## src/rtl/knn_scheduler.sv

```systemverilog
// knn_scheduler: time-shares one distance unit over L samples, keeps the K nearest and majority-votes their class
module knn_scheduler #(
    parameter int L  = 16,
    parameter int K  = 3,
    parameter int W  = 16,
    parameter int C  = 4,
    parameter int IW = $clog2(L),
    parameter int CW = $clog2(C)
) (
    input  logic                   clk,
    input  logic                   rst,
    input  logic                   start,
    output logic                   busy,
    output logic                   dist_req,
    output logic [IW-1:0]          dist_idx,
    input  logic                   dist_ack,
    input  logic [W-1:0]           dist_value,
    input  logic [W-1:0]           dist_type,
    output logic                   done,
    output logic [CW-1:0]          result_class,
    output logic [$clog2(K+1)-1:0] result_count,
    output logic [W-1:0]           nn_dist,
    output logic                   type_err
);
    localparam int KW = $clog2(K+1);
    typedef enum logic [2:0] {IDLE, ISSUE, INSERT, VOTE, DONE} state_t;
    state_t        state, state_n;
    logic [W-1:0]  cv, ct, sel_t;
    logic [W-1:0]  ld [K];
    logic [W-1:0]  ld_n [K];
    logic [W-1:0]  lt [K];
    logic [W-1:0]  lt_n [K];
    logic [K-1:0]  lv, lv_n, below;
    logic [KW-1:0] cnt [C];
    logic [KW-1:0] cnt_n [C];
    logic [KW-1:0] r, best;
    logic [CW-1:0] best_c;
    logic          sel_v;
    // state register
    always_ff @(posedge clk) begin
        if (rst) state <= IDLE;
        else state <= state_n;
    end
    // next-state logic
    always_comb begin
        state_n = state;
        case (state)
            IDLE:    state_n = start ? ISSUE : IDLE;
            ISSUE:   state_n = dist_ack ? INSERT : ISSUE;
            INSERT:  state_n = (dist_idx == IW'(L-1)) ? VOTE : ISSUE;
            VOTE:    state_n = (r == KW'(K-1)) ? DONE : VOTE;
            DONE:    state_n = IDLE;
            default: state_n = IDLE;
        endcase
    end
    // Moore outputs
    always_comb begin
        busy     = state != IDLE;
        dist_req = state == ISSUE;
        done     = state == DONE;
    end
    // stable sorted insert: the new entry lands after every entry whose distance is <= it
    always_comb begin
        for (int j = 0; j < K; j++) below[j] = cv < ld[j];
        ld_n[0] = below[0] ? cv : ld[0];
        lt_n[0] = below[0] ? ct : lt[0];
        lv_n[0] = below[0] | lv[0];
        for (int j = 1; j < K; j++) begin
            ld_n[j] = !below[j] ? ld[j] : below[j-1] ? ld[j-1] : cv;
            lt_n[j] = !below[j] ? lt[j] : below[j-1] ? lt[j-1] : ct;
            lv_n[j] = !below[j] ? lv[j] : below[j-1] ? lv[j-1] : 1'b1;
        end
    end
    // vote: add the current rank to its class counter and pick the lowest-index maximum
    always_comb begin
        sel_v  = 1'b0;
        sel_t  = '0;
        best   = '0;
        best_c = '0;
        for (int j = 0; j < K; j++) begin
            if (r == KW'(j)) begin
                sel_v = lv[j];
                sel_t = lt[j];
            end
        end
        for (int c = 0; c < C; c++) begin
            cnt_n[c] = cnt[c] + KW'(sel_v && sel_t == W'(c));
            if (cnt_n[c] > best) begin
                best   = cnt_n[c];
                best_c = CW'(c);
            end
        end
    end
    // datapath: sample index, capture, K list, vote counters and held results
    always_ff @(posedge clk) begin
        if (rst) begin
            dist_idx     <= '0;
            cv           <= '0;
            ct           <= '0;
            lv           <= '0;
            r            <= '0;
            type_err     <= 1'b0;
            result_class <= '0;
            result_count <= '0;
            nn_dist      <= '0;
            for (int j = 0; j < K; j++) begin
                ld[j] <= '1;
                lt[j] <= '0;
            end
            for (int c = 0; c < C; c++) cnt[c] <= '0;
        end else begin
            case (state)
                IDLE: if (start) begin
                    dist_idx <= '0;
                    lv       <= '0;
                    r        <= '0;
                    type_err <= 1'b0;
                    for (int j = 0; j < K; j++) begin
                        ld[j] <= '1;
                        lt[j] <= '0;
                    end
                    for (int c = 0; c < C; c++) cnt[c] <= '0;
                end
                ISSUE: if (dist_ack) begin
                    cv <= dist_value;
                    ct <= dist_type;
                end
                INSERT: begin
                    ld       <= ld_n;
                    lt       <= lt_n;
                    lv       <= lv_n;
                    type_err <= type_err | (ct >= W'(C));
                    dist_idx <= dist_idx + 1'b1;
                end
                VOTE: begin
                    cnt <= cnt_n;
                    r   <= r + 1'b1;
                    if (r == KW'(K-1)) begin
                        result_class <= best_c;
                        result_count <= best;
                        nn_dist      <= ld[0];
                    end
                end
                default: ;
            endcase
        end
    end
endmodule

```

## config.mk

```make
export PLATFORM = sky130hd
export DESIGN_NAME = knn_scheduler
export DESIGN_NICKNAME = d
export VERILOG_FILES = /design/src/rtl/knn_scheduler.sv
export SDC_FILE = /design/constraint.sdc
export NUM_CORES = 1
export LEC_CHECK = 0
export ABC_CLOCK_PERIOD_IN_PS = 6900
export CAP_MARGIN = 20
export CORE_MARGIN = 2
export CORE_UTILIZATION = 56
export CTS_BUF_LIST = sky130_fd_sc_hd__clkbuf_8
export DETAILED_ROUTE_END_ITERATION = 12
export PLACE_DENSITY = 0.83
export SYNTH_ARGS = -nofsm -noshare
export SYNTH_HDL_FRONTEND = slang
export SYNTH_SLANG_ARGS = --single-unit
```

## constraint.sdc

```tcl
create_clock -name clk -period 6.9 [get_ports clk]
set_input_delay 1.38 -clock clk [delete_from_list [all_inputs] [get_ports clk]]
set_output_delay 1.38 -clock clk [all_outputs]
set_load 0.005 [all_outputs]
```

==> results of run 1 <==
[area by class of cell]
class                      instances  area, µm²
fill                            1244       5170
multi-input combinational        673       4530
clock buffer                      19        262
tap                              184        230
clock inverter                    11        155
inverter                          60        225
sequential                       169       3380
timing repair buffer              71        692
[metrics by stage]
| stage | worst slack, ns | hold WS, ns | cells |
|---|---|---|---|
| after global routing | 1.41 | 0.485 | 1187 |
| final | 1.81 | 0.458 | 1187 |
| after global placement | 2.12 | 0.445 | 1156 |
| after floorplan | 2.34 | 0.433 | 962 |
| after detailed placement | 1.87 | 0.446 | 1156 |
| after CTS | 1.86 | 0.458 | 1186 |
[layout by cell type (no fill, tap or decap), drive strengths merged, types with 3 or more instances in the layout]
master,count
mux2i,64
o21a,4
a211oi,19
mux2,3
o21bai,17
nand2b,4
a2bb2oi,16
clkinv,4
clkdlybuf4s50,62
nor3,7
bufinv,4
o211ai,4
or2,3
nand4,10
o2bb2ai,18
nor2b,4
nand3,36
clkbuf,19
xor2,3
a22oi,31
nand2,144
a21oi,99
nor4,11
dfxtp,169
o21ai,17
buf,9
and3,14
inv,62
nor3b,5
ha,62
nor2,41
[worst max-delay path by stage]
stage,start,end
floorplan,r[1],result_count[0]
global placement,r[1],result_count[0]
finish,r[1],result_count[0]
CTS,r[1],result_count[0]
detailed placement,r[1],result_count[0]
global route,r[1],result_count[0]
[worst max-delay path, stage by stage, from the launching register on]
cell and delay (ns):
dfxtp_1 0.37, inv_1 0.07, ha_1 0.29, nor4b_1 0.28, nand3_1 0.12, a21oi_1 0.17, o2111a_1 0.23, o21ai_0 0.11
nor2_1 0.13, ha_1 0.22, xor2_1 0.22, ha_1 0.27, nor2b_1 0.13, o21ai_0 0.21, mux2_2 0.38, ha_1 0.28
nand2_1 0.05, o21ai_0 0.15, mux2_2 0.40, ha_1 0.27, nand2_1 0.06, o21ai_0 0.18, nor2_1 0.14, a21oi_1 0.05
a211oi_1 0.23
[routing by layer]
metal / vias up / wire (µm) / part of all wire (%) / GRT usage [%]
li1: 3477 / - / - / -
met1: 3351 / 9840 / 47 / 37.0
met2: 253 / 9370 / 45 / 42.0
met3: 33 / 1330 / 6.3 / 4.56
met4: 0 / 459 / 2.2 / 10.0
met5: - / 0 / 0 / 0
[power breakdown]
| group | leakage, µW | internal (µW) | total, µW | switching, µW |
|---|---|---|---|---|
| combinational | 0.00239 | 57.1 | 139 | 82.0 |
| clock | 0.000220 | 404 | 750 | 345 |
| sequential | 0.00137 | 990 | 1010 | 23.1 |
[state kept, by name, indices dropped and copies added, names as in the netlist, 3 cells and up]
register / flops
cnt: 8
ct: 16
cv: 16
dist_idx: 4
ld: 48
lt: 48
lv: 3
nn_dist: 16
state: 3
[cell families after synthesis]
logic type / share of synthesized area [%]
flip-flops: 40.1
XOR/XNOR: 0.415
buffers and inverters: 6.38
AO/OA/AOI/OAI: 19.1
multiplexers: 7.98
adder cells (fa/ha/maj): 9.18
AND/OR/NAND/NOR: 16.9
==> metrics.yaml, run 1 <==
ctsHoldBuffers: 0
final_core_util_pct: 64.7
place_hpwl_mm: 14.0
async_flop_share_pct: 0
synth_top_area_share_pct: 40.1
crit_path_start_kind: "flop"
drtIter0Drc: 678
ir_worst_vdd_mv: 0.145
whs_path_depth: 2
track_usage_pct: 26.7
antenna_found_initial: 0
yosys.cell_count.top_type: "dfxtp_1"
synth_ff_type: "dfxtp_1"
synth.yosys.seq_area_share_pct: 40.1
rr_startpoint: "r[1]"
path_clk_slew_ns: 0.08
yosysUniqueCellTypes: 65
critPathKind: "flop to flop"
die_w_um: 127
min_to: "nn_dist[12]"
synth-warning-count: 0
synth_area_per_cell_um2: 8.78
antenna_left: 0
r2r_end: "result_count[0]"
clock-sinks: 169
rrSetupSlack_ns: 1.81
max_freq_mhz: 196
min-delay-start: "nn_dist[12]"
fin_crit_sh_pct: 73.8
syn_nets: 1060
cts_resized: 0
synth_edf_count: 0
cts_buffer_depth: 2
cts_buffers: 17
power.leakage_uw: 0.00397
fin_nets: 1090
drtPass1Iterations: 5
overflow: 0
cp.required_ns: 7.29
netlist_top_cells_area: "dfxtp_1 (40%), ha_1 (9.2%), mux2i_1 (7.6%)"
final_area_um2: 9470
dpl_cell_area_um2: 9050
min_period_ns: 5.09
num_rows: 44
cp_max_fo: 10
io_pins: 64
grt_pass1_wl_mm: 34.6
hold_path.class: "flop to flop"
max_slew_margin_pct: 25.6
wire_per_inst_um: 17.7
dieArea_um2: 16100
p_total_uw: 1900
routabilityCongestion: 0.910
clk_latency_ns: 0.47
synth.top_cells.by_count: "dfxtp_1 (169), nand2_1 (143), a21oi_1 (99)"
wl_mm: 21.0
ys_seq_elements: 169
clockRootBuffer: "clkbuf_8"
grt_max_degree: 68
report.final.slew_viol_count: 0
htree_levels: 4
syn_area_um2: 8450
area_delta_synth_final_pct: 12.2
post_cts.repair.setup_buffers: 0
worstPathArrival_ns: 5.48
yosys.area.top_type: "dfxtp_1"
max_cap_violations: 0
worstMarginPinSlew_ns: 1.11
setup_tns_ns: 0
drive_gt1_share_pct: 5.78
rsz0062_at_grt: "no"
syn_inst: 962
vias_per_cell: 5.99
vias: 7114
hold_violations: 0
end_kind: "flop"
coreArea_um2: 14600
die_height_um: 127
cts_tree: "done"
n_antenna_cell: 0
grt_pass1_vias: 6887
port-buffer-count: 63
setup_viol_count_final: 0
initial_core_util_pct: 57.7
drc: 0
finalClockSkew_ns: 0.0123
power_density_nw_per_um2: 201
outcome: "completed"
r2r.worst_path.cells: 24
(Power assumes the default switching activity.)
==> inputs of run 2 (changes only) <==
==> config.mk (replaced) <==
export PLATFORM = sky130hd
export DESIGN_NAME = knn_scheduler
export DESIGN_NICKNAME = d
export VERILOG_FILES = /design/src/rtl/knn_scheduler.sv
export SDC_FILE = /design/constraint.sdc
export NUM_CORES = 1
export LEC_CHECK = 0
export ABC_CLOCK_PERIOD_IN_PS = 4350
export CAP_MARGIN = 20
export CORE_MARGIN = 2
export CORE_UTILIZATION = 55
export CTS_BUF_LIST = sky130_fd_sc_hd__clkbuf_8
export DETAILED_ROUTE_END_ITERATION = 12
export PLACE_DENSITY = 0.85
export SYNTH_ARGS = -nofsm -noshare
export SYNTH_HDL_FRONTEND = slang
export SYNTH_SLANG_ARGS = --single-unit
==> constraint.sdc (replaced) <==
create_clock -name clk -period 4.35 [get_ports clk]
set_input_delay 0.87 -clock clk [delete_from_list [all_inputs] [get_ports clk]]
set_output_delay 0.87 -clock clk [all_outputs]
set_load 0.005 [all_outputs]
==> metrics.yaml, run 2 (synthesis results as in run 1) <==
critPathSlowestCell: "dfxtp_2"
crit_end: "result_count[0]"
drtIter0Drc: 620  # -8.6%
worstMarginPinSlew_ns: 1.03  # -0.0813 ns
cp.depth: 24  # unchanged
grt_pass1_vias: 6746  # -2.0%
drive_gt1_share_pct: 11.1  # +5.3 points
setup_viol_count_final: 3  # +3
rr_startpoint: "r[1]"
r2r.worst_path.cells: 24  # unchanged
cp.required_ns: 4.69  # -2.60 ns
wl_mm: 21.9  # +4.3%
final_area_um2: 9840  # +3.9%
outcome: "finished, violations left"
p_seq_share_pct: 55.3  # +2.0 points
dieArea_um2: 16400  # +1.8%
power_density_nw_per_um2: 295  # +47%
area_delta_synth_final_pct: 16.5
path_clk_slew_ns: 0.09  # about the same
coreArea_um2: 15100  # +3.0%
n_antenna_cell: 0  # unchanged
overflow: 0  # unchanged
num_rows: 45  # +2.3%
drtPass1Iterations: 5  # unchanged
ctsHoldBuffers: 0  # unchanged
wire_per_inst_um: 18.0  # +1.8%
clockRootBuffer: "clkbuf_8"
fin_nets: 1115  # +2.3%
antenna_left: 0  # unchanged
clock-sinks: 169  # unchanged
cp_max_fo: 8  # -2
drc: 0  # unchanged
p_total_uw: 2910  # +53%
min-delay-start: "nn_dist[7]"
finalClockSkew_ns: 0.0129  # +0.000621 ns
max_freq_mhz: 223  # +13%
vias_per_cell: 6.04  # +0.74%
power_frac_comb_pct: 8.2  # +0.9 points
report.final.slew_viol_count: 0  # unchanged
top_regs: "ld x48, lt x48"
critPathBufInv: 2  # +1
cts_tree: "done"
final_common_cell: "dfxtp_1"
max_slew_margin_pct: 31.1  # +5.4 points
clk_latency_ns: 0.48  # about the same
crit_path_start_kind: "flop"
p_sw_uw: 732  # +63%
worstPathArrival_ns: 4.83  # -0.65 ns
hold_path.class: "flop to flop"
failed_checks: "negative setup slack"
crit_path_max_incr_delay_ns: 0.36  # -0.04 ns
critPathKind: "flop to flop"
max_cap_violations: 0  # unchanged
rsz0062_at_grt: "yes"
cts_buffer_depth: 2  # unchanged
die_height_um: 128  # +0.88%
final_cell_mix: "dfxtp_1 (166), nand2_1 (140), a21oi_1 (98)"
finalWorstSetupSlack_ns: -0.141  # -1.95 ns
grt_max_degree: 59  # -13%
end_kind: "flop"
routabilityCongestion: 0.868  # -4.6%
die_w_um: 128  # +0.88%
grt_pass1_wl_mm: 34.2  # -1.3%
swShare_pct: 25.2  # +1.5 points
ir_worst_vdd_mv: 0.197  # +36%
io_pins: 64  # unchanged
internal-power_uw: 2170  # +50%
hold_violations: 0  # unchanged
r2r_end: "result_count[0]"
n_fill_cell: 1172  # -5.8%
hold-worst-slack_ns: 0.458  # +0.000145 ns
power_frac_clock_pct: 36.4  # -3.0 points
place_inst: 1173  # +1.5%
crit_path_cell_trace: "inv_4 -> ha_4 -> buf_4 -> nor2_1 -> a211oi_1 -> a21oi_1 -> o21ai_2 -> nor2_2 -> ha_2 -> xor2_2 -> ha_1 -> nor2b_4 -> o21ai_2 -> mux2_4 -> ha_4 -> nand2_2 -> o21ai_2 -> mux2_4 -> ha_4 -> nand2_4 -> o21ai_4 -> nor2_1 -> a21oi_1 -> a211oi_1"
track_usage_pct: 26.2  # -0.54 points
rrSetupSlack_ns: -0.14  # -1.95 ns
vias: 7342  # +3.2%
crit_path_start: "r[1]"
cp_top_family: "adder cells"
dpl_cell_area_um2: 9160  # +1.3%
antenna_found_initial: 0  # unchanged
htree_levels: 4  # unchanged
cts_buffers: 17  # unchanged
fin_crit_sh_pct: 103  # +29 points
power.leakage_uw: 0.00414  # +4.1%
initial_core_util_pct: 56.0  # -1.7 points
setup_tns_ns: -0.189  # -0.189 ns
place_hpwl_mm: 14.2  # +0.97%
port-buffer-count: 63  # unchanged
instances_no_fill: 1216  # +2.4%
min_period_ns: 4.49  # -0.600 ns
[run 2: area by class of cell]
type	count	area (µm²)	area share [%]
Inverter	60	228	2.31
Tap cell	188	235	2.39
Multi-Input combinational cell	673	4740	48.2
Clock inverter	9	76.3	0.775
Sequential cell	169	3390	34.4
Timing Repair Buffer	96	883	8.97
Clock buffer	21	289	2.94
[run 2: routing by layer]
metal / vias to the layer above / part of all wire (%) / track usage (%)
li1: 3509 / - / -
met1: 3534 / 46 / 36.4
met2: 260 / 46 / 40.3
met3: 39 / 7.1 / 5.84
met4: 0 / 1.8 / 9.11
met5: - / 0 / 0
[run 2: repair_timing]
action / 4_1_cts / 5_1_grt
buffers inserted: 8 / 4
pin swaps: 13 / 8
gates resized for setup: 22 / 23
endpoints found under the hold margin: 0 / 0
setup endpoints to repair: 3 / 3
[run 2: worst min path at each step]
| stage | to | depth (start not counted) |
|---|---|---|
| finish | nn_dist[7] | 2 |
| global route | nn_dist[14] | 2 |
| CTS | nn_dist[7] | 2 |
| detailed placement | nn_dist[7] | 2 |
| global placement | nn_dist[7] | 2 |
| floorplan | lv[2] | 2 |
[run 2: worst reg2reg max path, stage by stage, from the launching register on]
cell and delay (ns):
dfxtp_2 0.36, inv_4 0.05, ha_4 0.17, buf_4 0.16
nor2_1 0.14, a211oi_1 0.08, a21oi_1 0.32, o21ai_2 0.12
nor2_2 0.11, ha_2 0.24, xor2_2 0.20, ha_1 0.28
nor2b_4 0.14, o21ai_2 0.17, mux2_4 0.34, ha_4 0.27
nand2_2 0.04, o21ai_2 0.07, mux2_4 0.35, ha_4 0.29
nand2_4 0.05, o21ai_4 0.08, nor2_1 0.08, a21oi_1 0.13
a211oi_1 0.08
[run 2: power groups by stage]
stage               sequential, µW  combinational, µW  clock [µW]
global placement              1640                218           0
floorplan                     1630                145           0
CTS                           1600                228        1060
finish                        1610                239        1060
global route                  1610                260        1130
detailed placement            1640                223           0
[run 2: stage by stage]
| step | setup WS, ns | util, % |
|---|---|---|
| final | -0.141 | 65.2 |
| after global routing | -0.267 | 65.2 |
| after CTS | 0.0173 | 64.2 |
| after detailed placement | -0.321 | 60.7 |
| after global placement | -0.0626 | 60.7 |
| after floorplan | 0.0317 | - |
